[src/rtl/axi_lite_pkg.sv]
// rtl/axi_lite_pkg.sv - shared FSM states and AXI response codes; write states gated by AXI_LITE_MASTER_WRITE_EN
package axi_lite_pkg;

    typedef enum logic [2:0] {
        IDLE,
        RADDR,
        RDATA
`ifdef AXI_LITE_MASTER_WRITE_EN
        ,
        WREQ,
        WRESP
`endif
    } state_t;

    localparam logic [1:0] RESP_OKAY   = 2'b00;
    localparam logic [1:0] RESP_SLVERR = 2'b10;

endpackage

[src/rtl/axi_lite_master_if.sv]
// rtl/axi_lite_master_if.sv - core request/response and AXI-lite channel bundle
interface axi_lite_master_if #(
    parameter int ADDR_W = 32,
    parameter int DATA_W = 64
);
    logic                  req_valid;
    logic                  req_ready;
    logic                  req_wen;
    logic [ADDR_W-1:0]     req_addr;
    logic [DATA_W-1:0]     req_wdata;
    logic [DATA_W/8-1:0]   req_wstrb;
    logic                  rsp_valid;
    logic [DATA_W-1:0]     rsp_rdata;
    logic                  rsp_err;

    logic [ADDR_W-1:0]     araddr;
    logic                  arvalid;
    logic                  arready;
    logic [DATA_W-1:0]     rdata;
    logic [1:0]            rresp;
    logic                  rvalid;
    logic                  rready;
    logic [ADDR_W-1:0]     awaddr;
    logic                  awvalid;
    logic                  awready;
    logic [DATA_W-1:0]     wdata;
    logic [DATA_W/8-1:0]   wstrb;
    logic                  wvalid;
    logic                  wready;
    logic [1:0]            bresp;
    logic                  bvalid;
    logic                  bready;

    modport master (
        input  req_valid, req_wen, req_addr, req_wdata, req_wstrb,
        output req_ready, rsp_valid, rsp_rdata, rsp_err,
        output araddr, arvalid, input arready,
        input  rdata, rresp, rvalid, output rready,
        output awaddr, awvalid, input awready,
        output wdata, wstrb, wvalid, input wready,
        input  bresp, bvalid, output bready
    );

    modport slave (
        output req_valid, req_wen, req_addr, req_wdata, req_wstrb,
        input  req_ready, rsp_valid, rsp_rdata, rsp_err,
        input  araddr, arvalid, output arready,
        output rdata, rresp, rvalid, input rready,
        input  awaddr, awvalid, output awready,
        input  wdata, wstrb, wvalid, output wready,
        output bresp, bvalid, input bready
    );

endinterface

[src/rtl/axi_lite_master.sv]
// rtl/axi_lite_master.sv - single-outstanding AXI-lite master; write path enabled by AXI_LITE_MASTER_WRITE_EN
module axi_lite_master
    import axi_lite_pkg::*;
#(
    parameter int ADDR_W = 32,
    parameter int DATA_W = 64
) (
    input  logic                clk,
    input  logic                rst,
    axi_lite_master_if.master   bus
);

    state_t                state, state_n;
    logic [ADDR_W-1:0]     addr_q;
    logic [DATA_W-1:0]     wdata_q;
    logic [DATA_W/8-1:0]   wstrb_q;
    logic                  rsp_valid_q, rsp_valid_n;
    logic [DATA_W-1:0]     rsp_rdata_q, rsp_rdata_n;
    logic                  rsp_err_q, rsp_err_n;
    logic                  req_ready, arvalid, rready, awvalid, wvalid, bready;
    logic                  accept;

`ifdef AXI_LITE_MASTER_WRITE_EN
    logic                  aw_done, aw_done_n;
    logic                  w_done, w_done_n;
`else
    logic                  unused_write_inputs;
    assign unused_write_inputs = &{1'b0, bus.awready, bus.wready, bus.bresp, bus.bvalid};
`endif

    assign accept = req_ready && bus.req_valid;

    always_ff @(posedge clk) begin
        if (rst) begin
            state       <= IDLE;
            addr_q      <= '0;
            wdata_q     <= '0;
            wstrb_q     <= '0;
            rsp_valid_q <= 1'b0;
            rsp_rdata_q <= '0;
            rsp_err_q   <= 1'b0;
`ifdef AXI_LITE_MASTER_WRITE_EN
            aw_done     <= 1'b0;
            w_done      <= 1'b0;
`endif
        end else begin
            state       <= state_n;
            rsp_valid_q <= rsp_valid_n;
            rsp_rdata_q <= rsp_rdata_n;
            rsp_err_q   <= rsp_err_n;
`ifdef AXI_LITE_MASTER_WRITE_EN
            aw_done     <= aw_done_n;
            w_done      <= w_done_n;
`endif
            if (accept) begin
                addr_q  <= bus.req_addr;
                wdata_q <= bus.req_wdata;
                wstrb_q <= bus.req_wstrb;
            end
        end
    end

    always_comb begin
        state_n     = state;
        rsp_valid_n = 1'b0;
        rsp_rdata_n = rsp_rdata_q;
        rsp_err_n   = rsp_err_q;
        req_ready   = 1'b0;
        arvalid     = 1'b0;
        rready      = 1'b0;
        awvalid     = 1'b0;
        wvalid      = 1'b0;
        bready      = 1'b0;
`ifdef AXI_LITE_MASTER_WRITE_EN
        aw_done_n   = aw_done;
        w_done_n    = w_done;
`endif
        case (state)
            IDLE: begin
                req_ready = 1'b1;
                if (bus.req_valid) begin
                    if (!bus.req_wen) begin
                        state_n = RADDR;
                    end else begin
`ifdef AXI_LITE_MASTER_WRITE_EN
                        state_n   = WREQ;
                        aw_done_n = 1'b0;
                        w_done_n  = 1'b0;
`else
                        // No write path in this build: refuse immediately.
                        rsp_valid_n = 1'b1;
                        rsp_err_n   = 1'b1;
`endif
                    end
                end
            end
            RADDR: begin
                arvalid = 1'b1;
                if (bus.arready) state_n = RDATA;
            end
            RDATA: begin
                rready = 1'b1;
                if (bus.rvalid) begin
                    state_n     = IDLE;
                    rsp_valid_n = 1'b1;
                    rsp_rdata_n = bus.rdata;
                    rsp_err_n   = (bus.rresp != RESP_OKAY);
                end
            end
`ifdef AXI_LITE_MASTER_WRITE_EN
            WREQ: begin
                // Address and data channels complete independently, in any order.
                awvalid   = !aw_done;
                wvalid    = !w_done;
                aw_done_n = aw_done || bus.awready;
                w_done_n  = w_done || bus.wready;
                if (aw_done_n && w_done_n) begin
                    state_n   = WRESP;
                    aw_done_n = 1'b0;
                    w_done_n  = 1'b0;
                end
            end
            WRESP: begin
                bready = 1'b1;
                if (bus.bvalid) begin
                    state_n     = IDLE;
                    rsp_valid_n = 1'b1;
                    rsp_err_n   = (bus.bresp != RESP_OKAY);
                end
            end
`endif
            default: state_n = IDLE;
        endcase
    end

    assign bus.req_ready = req_ready;
    assign bus.rsp_valid = rsp_valid_q;
    assign bus.rsp_rdata = rsp_rdata_q;
    assign bus.rsp_err   = rsp_err_q;
    assign bus.araddr    = addr_q;
    assign bus.arvalid   = arvalid;
    assign bus.rready    = rready;
    assign bus.awaddr    = addr_q;
    assign bus.awvalid   = awvalid;
    assign bus.wdata     = wdata_q;
    assign bus.wstrb     = wstrb_q;
    assign bus.wvalid    = wvalid;
    assign bus.bready    = bready;

endmodule

[src/flat_wrapper.sv]
// flat-port wrapper written by rule: the top's interface ports become plain ports
module axi_lite_master_flat import axi_lite_pkg::*;
#(
    parameter int ADDR_W = 32,
    parameter int DATA_W = 64
)
  (clk, rst, bus_req_valid, bus_req_wen, bus_req_addr, bus_req_wdata, bus_req_wstrb, bus_req_ready, bus_rsp_valid, bus_rsp_rdata, bus_rsp_err, bus_araddr, bus_arvalid, bus_arready, bus_rdata, bus_rresp, bus_rvalid, bus_rready, bus_awaddr, bus_awvalid, bus_awready, bus_wdata, bus_wstrb, bus_wvalid, bus_wready, bus_bresp, bus_bvalid, bus_bready);
  axi_lite_master_if #(.ADDR_W(ADDR_W), .DATA_W(DATA_W)) bus_i ();
  input  logic clk;
  input  logic rst;
  input wire logic [$bits(bus_i.req_valid)-1:0] bus_req_valid;
  input wire logic [$bits(bus_i.req_wen)-1:0] bus_req_wen;
  input wire logic [$bits(bus_i.req_addr)-1:0] bus_req_addr;
  input wire logic [$bits(bus_i.req_wdata)-1:0] bus_req_wdata;
  input wire logic [$bits(bus_i.req_wstrb)-1:0] bus_req_wstrb;
  output wire logic [$bits(bus_i.req_ready)-1:0] bus_req_ready;
  output wire logic [$bits(bus_i.rsp_valid)-1:0] bus_rsp_valid;
  output wire logic [$bits(bus_i.rsp_rdata)-1:0] bus_rsp_rdata;
  output wire logic [$bits(bus_i.rsp_err)-1:0] bus_rsp_err;
  output wire logic [$bits(bus_i.araddr)-1:0] bus_araddr;
  output wire logic [$bits(bus_i.arvalid)-1:0] bus_arvalid;
  input wire logic [$bits(bus_i.arready)-1:0] bus_arready;
  input wire logic [$bits(bus_i.rdata)-1:0] bus_rdata;
  input wire logic [$bits(bus_i.rresp)-1:0] bus_rresp;
  input wire logic [$bits(bus_i.rvalid)-1:0] bus_rvalid;
  output wire logic [$bits(bus_i.rready)-1:0] bus_rready;
  output wire logic [$bits(bus_i.awaddr)-1:0] bus_awaddr;
  output wire logic [$bits(bus_i.awvalid)-1:0] bus_awvalid;
  input wire logic [$bits(bus_i.awready)-1:0] bus_awready;
  output wire logic [$bits(bus_i.wdata)-1:0] bus_wdata;
  output wire logic [$bits(bus_i.wstrb)-1:0] bus_wstrb;
  output wire logic [$bits(bus_i.wvalid)-1:0] bus_wvalid;
  input wire logic [$bits(bus_i.wready)-1:0] bus_wready;
  input wire logic [$bits(bus_i.bresp)-1:0] bus_bresp;
  input wire logic [$bits(bus_i.bvalid)-1:0] bus_bvalid;
  output wire logic [$bits(bus_i.bready)-1:0] bus_bready;
  assign bus_i.req_valid = bus_req_valid;
  assign bus_i.req_wen = bus_req_wen;
  assign bus_i.req_addr = bus_req_addr;
  assign bus_i.req_wdata = bus_req_wdata;
  assign bus_i.req_wstrb = bus_req_wstrb;
  assign bus_req_ready = bus_i.req_ready;
  assign bus_rsp_valid = bus_i.rsp_valid;
  assign bus_rsp_rdata = bus_i.rsp_rdata;
  assign bus_rsp_err = bus_i.rsp_err;
  assign bus_araddr = bus_i.araddr;
  assign bus_arvalid = bus_i.arvalid;
  assign bus_i.arready = bus_arready;
  assign bus_i.rdata = bus_rdata;
  assign bus_i.rresp = bus_rresp;
  assign bus_i.rvalid = bus_rvalid;
  assign bus_rready = bus_i.rready;
  assign bus_awaddr = bus_i.awaddr;
  assign bus_awvalid = bus_i.awvalid;
  assign bus_i.awready = bus_awready;
  assign bus_wdata = bus_i.wdata;
  assign bus_wstrb = bus_i.wstrb;
  assign bus_wvalid = bus_i.wvalid;
  assign bus_i.wready = bus_wready;
  assign bus_i.bresp = bus_bresp;
  assign bus_i.bvalid = bus_bvalid;
  assign bus_bready = bus_i.bready;
  axi_lite_master #(.ADDR_W(ADDR_W), .DATA_W(DATA_W)) u_core (.clk(clk), .rst(rst), .bus(bus_i));
endmodule
[config.mk]
export PLATFORM = sky130hd
export DESIGN_NAME = axi_lite_master_flat
export DESIGN_NICKNAME = d
export VERILOG_FILES = /design/src/rtl/axi_lite_pkg.sv /design/src/rtl/axi_lite_master_if.sv /design/src/rtl/axi_lite_master.sv /design/src/flat_wrapper.sv
export SDC_FILE = /design/constraint.sdc
export NUM_CORES = 1
export LEC_CHECK = 0
export CELL_PAD_IN_SITES_DETAIL_PLACEMENT = 0
export CELL_PAD_IN_SITES_GLOBAL_PLACEMENT = 2
export CORE_MARGIN = 3
export CORE_UTILIZATION = 17
export DETAILED_ROUTE_END_ITERATION = 16
export PLACE_DENSITY = 0.76
export SETUP_SLACK_MARGIN = 0.02
export SYNTH_ARGS = -nofsm -noshare
export SYNTH_HDL_FRONTEND = slang
export SYNTH_SLANG_ARGS = --single-unit
[constraint.sdc]
create_clock -name clk -period 1.3 [get_ports clk]
set_input_delay 0.26 -clock clk [delete_from_list [all_inputs] [get_ports clk]]
set_output_delay 0.26 -clock clk [all_outputs]
set_load 0.005 [all_outputs]
## Word-level counts from Yosys, hierarchy flattened

Index checks and enable logic that the tools add are counted.

- Shifts and indexed selects: 0
- Div/mod/pow operators: 0
- Add/sub/neg operators: 0
- Multiply operators: 0
- Equality and inequality tests: 7
- Bitwise gates (word level): 0
- Multiplexer cells: 16
- Reductions and logical operators: 7
- $lt $le $gt $ge: 0

Operator list:

| operator | number |
|---|---|
| two-way mux 3 bit | 4 |
| != test 2 bit, second input constant | 5 |
| two-way mux 1 bit | 9 |
| case mux 3 bit (3 select lines) | 1 |
| AND reduction 4 bit | 2 |
| case mux 1 bit (2 select lines) | 2 |
| nonzero test 2 bit | 2 |
| equality test 3 x 1 -> 1 bit, second input constant | 1 |
| equality test 3 x 2 -> 1 bit, second input constant | 1 |
| logical NOT 3 bit | 1 |
| AND reduction 2 bit | 1 |
| logical AND 1 bit | 1 |

- Input bits: 181
- Logic and storage cells: 37
- Output and inout bits: 208
- Memories: 0
- Bits in writable memories: 0
- Memory bits (read-only): 0
- Bits in latches: 0
- Register bits: 173

## Logic depth before layout (Yosys ltp)

Gate-level depths: netlist of run 1.

- Depth in word-level cells: 3
- Gate-level depth with buffers: 7
- Gate-level depth less buffers: 3

## Least setup slack after synthesis of run 1

OpenSTA, ideal clock, no wires.

- Path kind: register -> register
- From: register u_core.state[1]
- To: register u_core.addr_q[17], in the netlist u_core.bus.araddr[17]
- Buffers on the path: 4
- Setup slack: -114 ps
- Data required time: 1168 ps
- Arrival: 1282 ps
- Cell stages (with the launch flop): 8
- Clock period less this slack: 1414 ps
- Setup time: 132 ps
- Cells stage by stage: dfxtp_1 buf_2 or3b_1 buf_2 buf_6 buf_6 nand2_1 a21oi_1

- Word-level cells in the longest chain between the ends: 3

Ends and longest elaborated chain:

| item | line | text |
|---|---|---|
| start, declared | axi_lite_master.sv:13 | `state_t state, state_n;` |
| start signal, assigned | axi_lite_master.sv:47 | `state <= state_n;` |
| logical NOT 3 bit | axi_lite_master.sv:78 | `case (state)` |
| two-way mux 1 bit | axi_lite_master.sv:78 |  |
| logical AND 1 bit | axi_lite_master.sv:31 | `assign accept = req_ready && bus.req_valid;` |
| end signal, assigned | axi_lite_master.sv:56 | `addr_q <= bus.req_addr;` |
| end, declared | axi_lite_master.sv:14 | `logic [ADDR_W-1:0] addr_q;` |

Every way passes these cells.
A chain may end at the register's enable or synchronous reset.

## Worst setup path in the final report of run 1

- From: register u_core.state[0]
- To: register u_core.addr_q[2], in the netlist u_core.bus.araddr[2]

Same word-level chain as after synthesis.

==> impl_metrics.yaml, run 1 <==
timing:
  clock_skew_ns: 0.00857
  fin_crit_sh: 1.12
  min_period_ns: 1.46
  setup_violations: 172
  worst_slack_ns: -0.162
  fmax_ghz: 0.684
  rsz0062_at_grt: "true"
  drv_slew: 0
  hold_violations: 0
grt:
  grt_pass1_wl_um: 37400
  antenna_found_initial: 0
  track_usage: 0.124
  grt-ovfl-total: 0
  groute.layer.met3.usage: 0.0561
  busiest_layer: "met2"
  grt_use_met1: 0.139
  grt_max_degree: 80
  grt_use_met2: 0.216
  grt_pass1_vias: 6364
place:
  pre_cts_ws_ns: -0.438
  gp_congestion: 0.722
  numPortBuffers: 380
  dp.cells: 1578
  dp_hpwl_um: 18300
routing:
  via_per_inst: 4.04
  ant_nets: 0
  drtIter0Drc: 171
  num_vias: 6686
  route.detailed.drc: 0
  wl_per_cell_um: 17.3
  totalWireLength_um: 28700
  drt_pass1_iterations: 4
run_status:
  violations: "negative setup slack"
  status: "finished with violations"
clock_network:
  clock_latency_ns: 0.44
  cts_tree: "built"
  cts-root-buf: "clkbuf_16"
  cts_buffers: 17
  cts_num_sinks: 172
  cts_max_path_buffers: 2
  path_clk_slew_ns: 0.07
  h-tree-depth: 4
die:
  row_count: 69
  dieWidth_um: 197
  dieHeight_um: 197
  io_pins: 389
  die_area_um2: 39000
  start_util: 0.174
  coreArea_um2: 35800
min_path:
  hp-class: "input port to register"
synthesis:
  syn_area_um2: 6230
  synth.distinct_cells: 20
  ys_async_sr_fraction: 0
  netlist_instances: 789
  yosysWarnings: 0
  synth-seq-cells: 172
  synth_edf_count: 0
  yosys_most_used_dff: "dfxtp_1"
  synth_area_per_cell_um2: 7.90
  seq_area_frac_synth: 0.552
cells_and_area:
  fin_nets: 1364
  area_growth_syn_to_layout_pct: 101
  num-fill-cells: 3744
  final_cells: 1657
  drive_gt1_frac: 0.458
  diodes: 0
critical_path:
  crit_fanout: 19
  end_kind: "register"
  start_kind: "register"
  crit_type: "register to register"
  crit_slowest_cell: "or3b_4"
  slowest_delay_ns: 0.51
  critPathArrivalTime_ns: 1.79
  crit_required_ns: 1.63
  crit_chain: "buf_6, or3b_4, buf_12, nand2_1, a21oi_1"
flow_run:
  cap_viol_max_count: 0
power:
  power_frac_comb: 0.170
  p_clk_frac: 0.410
  swShare: 0.258
  p_per_area_nw_per_um2: 1080
  vdd.ir_drop.worst_uv: 915
  p_seq_frac: 0.420
  p_sw_mw: 3.50
  p_int_mw: 10.1
  leakage_nw: 4.92
## layer usage
layer  part of all wire  vias up
met4              0.012        0
met3              0.084       21
met5                  0        -
met1               0.39     3144
li1                   -     3284
met2               0.51      237
## final timing paths
path | to | slack, ns | cells after the start | start
max | u_core.bus.araddr[2] | -0.16 | 5 | u_core.state[0]
min | u_core.bus.wdata[31] | 0.17 | 2 | rst
max reg2reg | u_core.bus.araddr[2] | -0.16 | 5 | u_core.state[0]
min reg2reg | u_core.bus.rsp_rdata[15] | 0.45 | 2 | u_core.bus.rsp_rdata[15]
## power groups by stage
stage | Sequential, mW | Combinational, mW | Clock, mW
floorplan | 5.76 | 0.643 | 0
global placement | 5.75 | 1.94 | 0
detailed placement | 5.76 | 1.94 | 0
CTS | 5.66 | 1.88 | 5.79
global route | 5.72 | 2.48 | 6.00
finish | 5.69 | 2.31 | 5.56
## sequential cells by signal (all words and copies together), names as in the netlist
| register | cells |
|---|---|
| u_core.bus.rsp_rdata | 64 |
| u_core.bus.wdata | 64 |
| u_core.bus.araddr | 32 |
| u_core.bus.wstrb | 8 |
| u_core.state | 2 |
| u_core.bus.rsp_err | 1 |
| u_core.bus.rsp_valid | 1 |
## repair_timing
| item | in CTS | in global routing |
|---|---|---|
| endpoints found under the setup margin | 372 | 289 |
| setup buffers | 16 | 5 |
| pin swaps | 1 | 50 |
| gates cloned | 0 | 28 |
| hold buffers | 0 | 0 |
| resized for setup | 796 | 209 |
## synth_stat cells, types with 2 or more instances
| library cell | number | area [um^2] |
|---|---|---|
| nand2_1 | 336 | 1260 |
| dfxtp_1 | 172 | 3440 |
| a21oi_1 | 170 | 851 |
| buf_4 | 41 | 308 |
| clkbuf_1 | 32 | 120 |
| buf_2 | 10 | 50.1 |
| buf_6 | 7 | 78.8 |
| buf_1 | 3 | 11.3 |
| inv_1 | 3 | 11.3 |
| nor3_1 | 3 | 15.0 |
| nor2_1 | 2 | 7.51 |
| nor2b_1 | 2 | 12.5 |
## through the flow
stage	power, mW	setup TNS, ns	utilization	hold slack [ns]	cell area, um^2
finish	13.6	-17.50	0.349	0.168	12500
global route	14.2	-27.48	0.349	0.170	12500
CTS	13.3	-15.70	0.315	0.150	11300
detailed placement	7.71	-60.99	0.294	0.445	10500
global placement	7.69	-59.52	0.294	0.437	10500
floorplan	6.40	-6.15	-	0.396	6260
## critical path: cells and delay by family, from the launching register on
kind	cells	cell delay, ns
DFF	1	0.36
buffers and inverters	2	0.35
and+or+nand+nor	2	0.58
AOI/OAI and AO/OA	1	0.07
## layout by cell type, fill, tap and decap left out, types with 2 or more instances in the layout
master and n:
clkdlybuf4s50_1 174, inv_1 3, clkinv_4 2, a21oi_2 48, nand2_4 22, clkbuf_8 2, clkbuf_16 33, inv_6 4
dfxtp_1 34, nand2_1 249, nor2_1 2, a21oi_1 121, or3b_4 3, nand2_2 65, dfxtp_4 4, buf_6 38
buf_4 18, buf_12 14, bufinv_16 3, clkdlybuf4s15_2 66, inv_8 2, buf_8 7, clkdlybuf4s15_1 57, clkbuf_2 2
conb_1 3, buf_2 68, buf_16 4, dfxtp_2 134, nor3_1 2
## area by class of cell
type                       instances  area (um^2)  share of cell area
sequential                       172         3630               0.290
timing repair buffer             464         4860               0.389
clock buffer                      19          453              0.0362
clock inverter                    13          178              0.0142
tap                              461          577              0.0461
multi-input combinational        525         2800               0.224
inverter                           3         11.3            0.000900
## cells by family after synthesis
| kind of cell | after synthesis | share of synthesized area |
|---|---|---|
| other | 1 | 0.000602 |
| buffers and inverters | 96 | 0.0929 |
| flip-flops | 172 | 0.552 |
| AND/OR/NAND/NOR | 348 | 0.215 |
| AO/OA/AOI/OAI | 172 | 0.139 |
Power figures use the tool's default switching activity.
==> run 2: changes to the inputs <==
--- a/config.mk
+++ b/config.mk
@@ -9,6 +9,7 @@
 export CELL_PAD_IN_SITES_GLOBAL_PLACEMENT = 2
 export CORE_MARGIN = 3
 export CORE_UTILIZATION = 17
+export CTS_CLUSTER_SIZE = 16
 export DETAILED_ROUTE_END_ITERATION = 16
 export PLACE_DENSITY = 0.76
 export SETUP_SLACK_MARGIN = 0.02
==> results of run 2 <==
Same layout as run 1: the final DEF is identical, and so are final timing and power.
